===== config.mk =====
export PLATFORM = sky130hd
export DESIGN_NAME = mem_port_arbiter
export DESIGN_NICKNAME = d
export VERILOG_FILES = /design/src/rtl/mem_port_arbiter.sv
export SDC_FILE = /design/constraint.sdc
export NUM_CORES = 1
export LEC_CHECK = 0
export CORE_AREA = 2 2 251 253
export CTS_CLUSTER_SIZE = 30
export DETAILED_ROUTE_END_ITERATION = 16
export DIE_AREA = 0 0 253 255
export GPL_ROUTABILITY_DRIVEN = 0
export HOLD_SLACK_MARGIN = 0.15
export MAX_ROUTING_LAYER = met4
export REMOVE_ABC_BUFFERS = 1
export SLEW_MARGIN = 30
export SYNTH_ARGS = -nofsm -noshare
export SYNTH_HDL_FRONTEND = slang
export SYNTH_SLANG_ARGS = --single-unit

===== constraint.sdc =====
create_clock -name i_clk -period 3.4 [get_ports i_clk]
set_clock_uncertainty 0.15 [all_clocks]
set_input_delay 0.51 -clock i_clk [delete_from_list [all_inputs] [get_ports i_clk]]
set_output_delay 0.51 -clock i_clk [all_outputs]
set_load 0.02 [all_outputs]

===== src/rtl/mem_port_arbiter.sv =====
// -----------------------------------------------------------------------------
// mem_port_arbiter
//
// Shares one single-port 64-bit RAM between instruction fetch (read-only) and
// the data memory stage (read/write). Each access is sequenced through a
// fixed-latency RAM with a req/ack handshake per requester:
//
//   IDLE -> ISSUE -> [WAIT] -> ACK -> IDLE
//
// Data accesses have fixed priority. Fetch is protected from starvation: once
// STARVE_MAX data grants have been made in a row while fetch was waiting, the
// next arbitration goes to fetch.
//
// Parameters
//   RAM_LAT     cycles from the ram_en cycle to valid ram_rdata (>= 1)
//   STARVE_MAX  data grants allowed in a row while fetch is pending
//
// Ports
//   i_clk        system clock, all logic on the rising edge
//   i_rst        synchronous, active-high reset
//   i_if_req     fetch request, held until o_if_ack
//   i_if_addr    fetch address, stable while i_if_req is high
//   o_if_ack     one-cycle pulse: fetch done, o_if_rdata valid
//   o_if_rdata   fetched doubleword, held until the next fetch capture
//   i_mem_req    data request, held until o_mem_ack
//   i_mem_we     1 = write, 0 = read
//   i_mem_addr   data address
//   i_mem_wdata  write data
//   i_mem_wmask  per-bit write mask
//   o_mem_ack    one-cycle pulse: data access done (o_mem_rdata valid on reads)
//   o_mem_rdata  read data, held until the next data read capture
//   o_ram_en     RAM access strobe, exactly one cycle per access
//   o_ram_we     RAM write enable, qualified by o_ram_en
//   o_ram_addr   RAM address   (held outside the issue cycle)
//   o_ram_wdata  RAM write data (held outside the issue cycle)
//   o_ram_wmask  RAM write mask (held outside the issue cycle)
//   i_ram_rdata  RAM read data, valid RAM_LAT cycles after o_ram_en
//   o_busy       high whenever the arbiter is not idle
// -----------------------------------------------------------------------------
module mem_port_arbiter #(
    parameter int RAM_LAT    = 2,
    parameter int STARVE_MAX = 4
) (
    input  logic        i_clk,
    input  logic        i_rst,

    input  logic        i_if_req,
    input  logic [63:0] i_if_addr,
    output logic        o_if_ack,
    output logic [63:0] o_if_rdata,

    input  logic        i_mem_req,
    input  logic        i_mem_we,
    input  logic [63:0] i_mem_addr,
    input  logic [63:0] i_mem_wdata,
    input  logic [63:0] i_mem_wmask,
    output logic        o_mem_ack,
    output logic [63:0] o_mem_rdata,

    output logic        o_ram_en,
    output logic        o_ram_we,
    output logic [63:0] o_ram_addr,
    output logic [63:0] o_ram_wdata,
    output logic [63:0] o_ram_wmask,
    input  logic [63:0] i_ram_rdata,

    output logic        o_busy
);

    // -------------------------------------------------------------------------
    // Local types and constants
    // -------------------------------------------------------------------------
    typedef enum logic [1:0] {
        S_IDLE  = 2'd0,
        S_ISSUE = 2'd1,
        S_WAIT  = 2'd2,
        S_ACK   = 2'd3
    } state_t;

    typedef enum logic {
        OWN_IF  = 1'b0,
        OWN_MEM = 1'b1
    } owner_t;

    // The latency counter only has to hold RAM_LAT-1; keep at least one bit.
    localparam int LAT_W = (RAM_LAT > 1) ? $clog2(RAM_LAT) : 1;
    // The starvation counter has to reach STARVE_MAX itself.
    localparam int STV_W = (STARVE_MAX > 0) ? $clog2(STARVE_MAX + 1) : 1;

    localparam logic [LAT_W-1:0] LAT_INIT   = LAT_W'(RAM_LAT - 1);
    localparam logic [STV_W-1:0] STARVE_LIM = STV_W'(STARVE_MAX);

    // -------------------------------------------------------------------------
    // State and registered outputs
    // -------------------------------------------------------------------------
    state_t            r_state;
    owner_t            r_owner;
    logic [LAT_W-1:0]  r_lat_cnt;
    logic [STV_W-1:0]  r_starve_cnt;

    logic              r_if_ack;
    logic [63:0]       r_if_rdata;
    logic              r_mem_ack;
    logic [63:0]       r_mem_rdata;

    logic              r_ram_en;
    logic              r_ram_we;
    logic [63:0]       r_ram_addr;
    logic [63:0]       r_ram_wdata;
    logic [63:0]       r_ram_wmask;
    logic              r_busy;

    // -------------------------------------------------------------------------
    // Arbitration decision for the IDLE cycle
    // -------------------------------------------------------------------------
    // Data wins unless fetch is waiting and has already been passed over
    // STARVE_MAX times in a row.
    logic w_mem_win;
    logic w_if_win;

    assign w_mem_win = i_mem_req && (!i_if_req || (r_starve_cnt < STARVE_LIM));
    assign w_if_win  = i_if_req && !w_mem_win;

    // -------------------------------------------------------------------------
    // Sequencer
    // -------------------------------------------------------------------------
    // Every output is a flop. Pulses (ram_en, ram_we, acks) are raised on the
    // transition *into* the state where they must be seen, so they line up
    // with ISSUE and ACK exactly, and default back to 0 on every other cycle.
    // NOTE: state is updated with non-blocking assignments so every branch
    // below reads the values from the start of the cycle, not partial updates.
    always_ff @(posedge i_clk) begin
        if (i_rst) begin
            // NOTE: the datapath registers are cleared too, because every
            // output (including rdata and the ram_* buses) must read 0 after
            // reset; an in-flight access is simply dropped.
            r_state      <= S_IDLE;
            r_owner      <= OWN_IF;
            r_lat_cnt    <= '0;
            r_starve_cnt <= '0;
            r_if_ack     <= 1'b0;
            r_if_rdata   <= '0;
            r_mem_ack    <= 1'b0;
            r_mem_rdata  <= '0;
            r_ram_en     <= 1'b0;
            r_ram_we     <= 1'b0;
            r_ram_addr   <= '0;
            r_ram_wdata  <= '0;
            r_ram_wmask  <= '0;
            r_busy       <= 1'b0;
        end else begin
            // One-cycle strobes default low.
            r_ram_en  <= 1'b0;
            r_ram_we  <= 1'b0;
            r_if_ack  <= 1'b0;
            r_mem_ack <= 1'b0;

            case (r_state)
                S_IDLE: begin
                    if (w_mem_win) begin
                        // The owner's request is latched straight into the
                        // RAM-facing registers; they then hold until the
                        // next grant.
                        r_owner     <= OWN_MEM;
                        r_ram_addr  <= i_mem_addr;
                        r_ram_wdata <= i_mem_wdata;
                        r_ram_wmask <= i_mem_wmask;
                        r_ram_en    <= 1'b1;
                        r_ram_we    <= i_mem_we;
                        r_state     <= S_ISSUE;
                        r_busy      <= 1'b1;
                        // Count data grants that made fetch wait; a grant
                        // with no fetch pending ends the streak.
                        if (i_if_req) begin
                            if (r_starve_cnt != STARVE_LIM) begin
                                r_starve_cnt <= r_starve_cnt + 1'b1;
                            end
                        end else begin
                            r_starve_cnt <= '0;
                        end
                    end else if (w_if_win) begin
                        // A fetch is always a read; the write buses carry 0.
                        r_owner      <= OWN_IF;
                        r_ram_addr   <= i_if_addr;
                        r_ram_wdata  <= '0;
                        r_ram_wmask  <= '0;
                        r_ram_en     <= 1'b1;
                        r_ram_we     <= 1'b0;
                        r_state      <= S_ISSUE;
                        r_busy       <= 1'b1;
                        r_starve_cnt <= '0;
                    end
                end

                S_ISSUE: begin
                    // r_ram_we is still the value for this access here.
                    if (r_ram_we) begin
                        // Writes complete on the issue edge; nothing to wait for.
                        r_mem_ack <= (r_owner == OWN_MEM);
                        r_if_ack  <= (r_owner == OWN_IF);
                        r_state   <= S_ACK;
                    end else begin
                        r_lat_cnt <= LAT_INIT;
                        r_state   <= S_WAIT;
                    end
                end

                S_WAIT: begin
                    if (r_lat_cnt == '0) begin
                        // Only the owner's rdata register changes; the
                        // other keeps its last fetched/loaded value.
                        if (r_owner == OWN_MEM) begin
                            r_mem_rdata <= i_ram_rdata;
                            r_mem_ack   <= 1'b1;
                        end else begin
                            r_if_rdata  <= i_ram_rdata;
                            r_if_ack    <= 1'b1;
                        end
                        r_state <= S_ACK;
                    end else begin
                        r_lat_cnt <= r_lat_cnt - 1'b1;
                    end
                end

                S_ACK: begin
                    // Requests are ignored here; a held request is picked up
                    // in the IDLE cycle that follows.
                    r_state <= S_IDLE;
                    r_busy  <= 1'b0;
                end

                default: begin
                    r_state <= S_IDLE;
                    r_busy  <= 1'b0;
                end
            endcase
        end
    end

    // -------------------------------------------------------------------------
    // Output wiring
    // -------------------------------------------------------------------------
    assign o_if_ack    = r_if_ack;
    assign o_if_rdata  = r_if_rdata;
    assign o_mem_ack   = r_mem_ack;
    assign o_mem_rdata = r_mem_rdata;
    assign o_ram_en    = r_ram_en;
    assign o_ram_we    = r_ram_we;
    assign o_ram_addr  = r_ram_addr;
    assign o_ram_wdata = r_ram_wdata;
    assign o_ram_wmask = r_ram_wmask;
    assign o_busy      = r_busy;

endmodule


==> results.yml, run 1 <==
drt:
  drt-initial-drc-count: 597
  drt_pre_antenna_iters: 5
  route.antenna.remaining_nets: 0
  number_of_remaining_drc_errors: 0
  wl_per_cell_um: 16.84
  detailroute.via_count: 11580
  post_drt_via_cell_ratio: 4.294
  wirelength_um: 45410
timing:
  fin_crit_ns: 2.337
  worstMarginPinSlew_ns: 0.8389
  max_slew_margin_pct: 43.90
  unrepaired_setup_endpoints_after_global_routing: "no"
  final_hold_viol_count: 0
  fin_tns_setup_ns: 0
  max_slew_violation_total_from_the_final_report: 0
  timing.fmax_ghz: 0.4280
  fin_crit_sh_pct: 68.72
  setup_violations: 0
floorplan:
  io-pin-count: 650
  floorplan.initialDensity_pct: 18.48
  std_cell_rows: 92
  vertical_die_dimension_um: 255
  die-width_um: 253
  core_um2: 62160
  die_area_um2: 64520
yosys:
  syn_inst: 1259
  syn-cell-area_um2: 11490
  yosysSeqAreaShare_pct: 57.86
  synth.lib_cells_used.distinct: 35
  ys_seq_elements: 332
  synthDominantAreaCellType: "dfxtp_1"
  synthTopCellsByArea: "dfxtp_1 58%, nand2_1 11%, a22o_1 9.8%, a21oi_1 8.5%, a211oi_1 4.3%"
  syn_avg_cell_area_um2: 9.123
  asyncSetResetFlopFracSynth_pct: 0
  synth-edff-count: 0
  synth_ff_type: "dfxtp_1"
  fraction_of_post_synthesis_cell_area_in_the_top_cell_type_by_area_pct: 57.86
  warnings_from_yosys: 0
layout:
  final_area_um2: 20280
  layout-area-overhead-vs-synth_pct: 76.54
  nets: 2203
  final.fill_count: 6299
  drive_above_1_share_pct: 5.324
  fin_util_pct: 32.62
cts:
  cts.clk_slew.worst_paths_ns: 0.06
  cts_hold_buffers: 0
  clock_tree.root_cell: "clkbuf_16"
  number_of_sinks_handled_by_clock_tree_synthesis: 332
  tritoncts.num_buffers: 38
  max-clock-path-buffers: 3
  clk-insertion-delay-late_ns: 0.55
  cts.repair_timing.setup_buffer_count: 0
  ctsHtreeMaxLevel: 2
  tritoncts: "done"
  post_cts.resized_instances: 0
power_and_ir_drop:
  areal_power_density_over_the_cells_nw_per_um2: 710.7
  vdd.ir_drop.worst_uv: 329.3
  cellLeakagePower_nw: 7.293
worst_setup_path:
  path_max_fanout: 2
  critical_path_buf_inv_count: 1
  regToRegSetupSlack_ns: 1.12
  worstSetupStartpointType: "flop"
  setup.worst_path.end_class: "output port"
  cpLargestDelayFamily: "buffers and inverters"
  cp_cell_sequence: "clkdlybuf4s50_1"
  crit_path_max_incr_delay_ns: 0.67
  slowest_cell_on_the_critical_path: "clkdlybuf4s50_1"
  worst-endpoint-required_ns: 2.74
  cp.arrival_ns: 1.68
  critPathKind: "flop to output port"
grt:
  grt_first_pass_wirelength_um: 65640
  first_global_vias: 11280
  grt_start_max_net_pins: 137
  globalRouteOverflowTotal: 0
  gr-usage-all-layers_pct: 13.38
  antenna_violations_before_repair: 0
placed_design:
  dp_hpwl_um: 32980
  placedInstanceArea_um2: 18950
  total_of_buffers_placed_on_input_and_output_ports: 649
status:
  outcome: "finished, final reports clean"
run:
  max-cap-violations: 0
worst_hold_path:
  min-delay-path-class: "input port to flop"
where the power goes:
part | total (W) | switching (W) | internal, W
registers | 0.00506 | 0.000454 | 0.00461
clock network | 0.00437 | 0.00168 | 0.00268
logic | 0.00498 | 0.00270 | 0.00228
total | 0.0144 | 0.00484 | 0.00957
synthesized netlist by cell type, drive strengths merged (6+ instances only):
library cell / instances
a211oi: 67
nor2: 67
a21oi: 194
clkbuf: 49
dfxtp: 332
nand2: 324
inv: 6
buf: 59
ha: 7
a22o: 128
cell type report:
cell class / instances / area (um^2) / area share [%]
clock buffers: 55 / 1126 / 5.554
well taps: 799 / 999.7 / 4.930
flip-flops and latches: 332 / 6646 / 32.78
multi-input cells: 813 / 4400 / 21.70
inverters: 6 / 22.52 / 0.1111
clock inverters: 11 / 198.9 / 0.9811
repair buffers: 680 / 6880 / 33.93
diodes: 1 / 2.502 / 0.01234
routing by layer:
| layer | up-vias | share of wire (%) | track usage, % |
|---|---|---|---|
| met5 | - | 0 | - |
| met4 | 0 | 3.4 | 5.021 |
| met3 | 84 | 6.8 | 3.153 |
| met2 | 451 | 47 | 20.94 |
| met1 | 5487 | 42 | 16.74 |
| li1 | 5560 | - | - |
path summary, 6_finish.rpt:
check / depth (start not counted) / start / endpoint
worst max-delay path: 1 / o_ram_wdata[17] / o_ram_wdata[17]
worst min-delay path: 2 / i_rst / o_mem_rdata[21]
worst max register to register: 6 / r_state[0] / o_mem_rdata[50]
worst min register to register: 2 / o_mem_rdata[20] / o_mem_rdata[20]
kinds of logic after synthesis:
kind of cell               Yosys count  synth area share, %
AOI/OAI and AO/OA                  404                23.69
and+or+nand+nor                    402                13.46
DFF                                332                57.86
buffers and inverters              114                4.216
adders and majority gates            7               0.7625
through the flow:
stage	total power, W	hold WS [ns]	std cells	worst slack, ns
after global placement	0.01007	0.2909	2630	0.7723
after CTS	0.01460	0.1796	2696	0.9921
final	0.01441	0.2112	2697	1.063
after global routing	0.01513	0.2085	2696	0.8748
after detailed placement	0.01014	0.2961	2630	0.6993
after floorplan	0.007529	0.3141	1151	-2.762
layout by cell type (no fill, tap or decap), types with 2 or more instances in the layout:
cell,instances
nand3b_1,2
clkbuf_8,9
dfxtp_1,332
a211oi_1,66
nor2_1,66
clkbuf_16,39
inv_1,6
or3b_2,2
a211o_1,2
nand2_1,324
clkbuf_1,7
clkinv_2,4
clkdlybuf4s50_1,648
buf_12,12
buf_4,19
ha_1,7
nand2b_1,2
bufinv_16,5
a21oi_1,194
a22o_1,128
sequential cells by signal, indices dropped and copies added (netlist names):
register	flops
o_busy	1
o_if_ack	1
o_if_rdata	64
o_mem_ack	1
o_mem_rdata	64
o_ram_addr	64
o_ram_en	1
o_ram_wdata	64
o_ram_we	1
o_ram_wmask	64
r_lat_cnt	1
r_owner	1
r_starve_cnt	3
r_state	2
No activity file was read; power rests on OpenSTA's default activity.
==> run 2: changes to the inputs <==
clock period = 2.05 ns   (was 3.4 ns; I/O delays follow)
==> run 2 against run 1 <==
  * Flip-flop and latch count did not move
  * Global-route usage is 0.36 points higher
  * Via count rose by 4.0%
  * Clock power is 72% higher
  * Critical endpoint is now o_ram_wdata[45]
  * Highest routed layer unchanged
==> results.yml, run 2 (synthesis gave the netlist of run 1 again) <==
worst_setup_path:
  slowest_cell_on_the_critical_path: "clkdlybuf4s50_1"
  path_max_fanout: 2
  cpLargestDelayFamily: "buffers and inverters"
  worstSetupStartpointType: "flop"
  setup.worst_path.end_class: "output port"
  worst-endpoint-required_ns: 1.59
  cp.arrival_ns: 1.55
  critical_path_buf_inv_count: 1
  crit_path_max_incr_delay_ns: 0.65
  cp_cell_sequence: "clkdlybuf4s50_1"
  critPathKind: "flop to output port"
grt:
  grt_start_max_net_pins: 66
  globalRouteOverflowTotal: 0
  first_global_vias: 11920
  met2_global_route_usage_pct: 21.80
  grt_first_pass_wirelength_um: 67830
  grtUsageMet3_pct: 3.041
  global_route.usage.met1_pct: 16.92
  gr-max-usage-layer: "met2"
  gr-usage-all-layers_pct: 13.73
  antenna_violations_before_repair: 3
power_and_ir_drop:
  cellLeakagePower_nw: 8.300
  share_seq_of_total_power_pct: 34.4
  power.share.switching_pct: 33.93
  report.power.total_w: 0.02445
  p_int_w: 0.01616
  vdd.ir_drop.worst_uv: 560.2
  combinationalPowerShare_pct: 34.9
  power_switching_w: 0.008296
  clock_power_share_pct: 30.7
  areal_power_density_over_the_cells_nw_per_um2: 1151
floorplan:
  core_um2: 62160
  vertical_die_dimension_um: 255
  die_area_um2: 64520
  std_cell_rows: 92
  floorplan.initialDensity_pct: 18.48
  io-pin-count: 650
  die-width_um: 253
status:
  outcome: "finished, final reports clean"
placed_design:
  total_of_buffers_placed_on_input_and_output_ports: 649
  placed_cells: 2644
  placedInstanceArea_um2: 19150
  dp_hpwl_um: 33620
  place_worst_setup_slack_ns: -0.06310
run:
  max-cap-violations: 0
cts:
  tritoncts.num_buffers: 41
  tritoncts: "done"
  cts.repair_timing.setup_buffer_count: 0
  cts.clk_slew.worst_paths_ns: 0.06
  number_of_sinks_handled_by_clock_tree_synthesis: 332
  max-clock-path-buffers: 3
  clk-insertion-delay-late_ns: 0.55
  ctsHtreeMaxLevel: 2
  clock_tree.root_cell: "clkbuf_16"
drt:
  number_of_remaining_drc_errors: 0
  wl_per_cell_um: 16.80
  route.antenna.remaining_nets: 0
  drt_pre_antenna_iters: 4
  detailroute.via_count: 12050
  drt-initial-drc-count: 492
  post_drt_via_cell_ratio: 4.329
  wirelength_um: 46760
timing:
  timing.fmax_ghz: 0.4986
  final_hold_viol_count: 0
  max_slew_margin_pct: 75.13
  setup_violations: 0
  fin_crit_sh_pct: 97.83
  unrepaired_setup_endpoints_after_global_routing: "yes"
  max_slew_violation_total_from_the_final_report: 0
  worstMarginPinSlew_ns: 0.3731
  fin_crit_ns: 2.005
  worst_slack_ns: 0.04455
layout:
  layout-area-overhead-vs-synth_pct: 84.88
  final_cell_count_no_fill: 2783
  final_common_cell: "clkdlybuf4s50_1"
  final_area_um2: 21240
  fin_util_pct: 34.16
  drive_above_1_share_pct: 6.307
  nets: 2283
  layout_common_cells: "577 x clkdlybuf4s50_1, 332 x dfxtp_1, 324 x nand2_1"
worst_hold_path:
  min-delay-path-class: "input port to flop"
==> run 2: cell count changes in the layout (fill, tap and decap cells not counted), sizes merged <==
| cell | previous run | this run |
|---|---|---|
| clkdlybuf4s50 | 648 | 577 |
| dlygate4sd3 | 0 | 62 |
| dlygate4sd2 | 0 | 46 |
| dlymetal6s2s | 0 | 25 |
| buf | 32 | 46 |
| clkbuf | 55 | 59 |
| clkinv | 4 | 7 |
| clkinvlp | 0 | 2 |
| bufinv | 5 | 4 |
| diode | 1 | 2 |
| inv | 8 | 9 |
==> run 2: area by class of cell <==
| cell class | count | area, um^2 |
|---|---|---|
| clock inverter | 16 | 219.0 |
| sequential | 332 | 6646 |
| tap | 799 | 999.7 |
| clock buffer | 58 | 1191 |
| inverter | 6 | 22.52 |
| multi-input combinational | 813 | 4415 |
| fill | 6257 | 40920 |
| antenna | 2 | 5.005 |
| timing repair buffer | 757 | 7736 |
==> run 2: worst paths after layout <==
check,from,endpoint,slack (ns),cells past startpoint
worst max register to register,r_state[0],o_busy,0.07,5
worst min register to register,o_mem_rdata[47],o_mem_rdata[47],0.30,2
worst min-delay path,i_if_addr[3],o_ram_addr[3],0.19,3
worst max-delay path,o_ram_wdata[45],o_ram_wdata[45],0.04,1
==> run 2: power by group through the flow <==
stage               Clock, W  Combinational (W)  Sequential [W]
finish               0.00751            0.00853         0.00841
global route         0.00799            0.00916         0.00856
CTS                  0.00775            0.00849         0.00842
detailed placement         0            0.00850         0.00852
global placement           0            0.00840         0.00850
floorplan                  0            0.00276         0.00972
==> run 2: routing by layer <==
layer | up-vias | part of all wire (%)
li1 | 5729 | -
met1 | 5693 | 42
met2 | 524 | 47
met3 | 102 | 6.8
met4 | 0 | 3.8
met5 | - | 0
==> run 2: timing repair <==
item / CTS / global route
cloned: 0 / 1
resized for setup: 46 / 28
hold buffers: 62 / 0
hold endpoints to repair: 87 / 0
endpoints found under the setup margin: 46 / 219
==> run 2: through the flow <==
| step | setup TNS [ns] | hold WS, ns |
|---|---|---|
| floorplan | -883.05 | 0.2266 |
| global placement | -0.6020 | 0.2921 |
| detailed placement | -2.036 | 0.2956 |
| CTS | 0 | 0.1500 |
| global route | -1.010 | 0.1695 |
| finish | 0 | 0.1905 |
==> run 3: changes to the inputs <==
SLEW_MARGIN = unset   (was 30)
==> results of run 3 <==
Same layout as run 2: the final DEF is identical, and so are final timing and power.
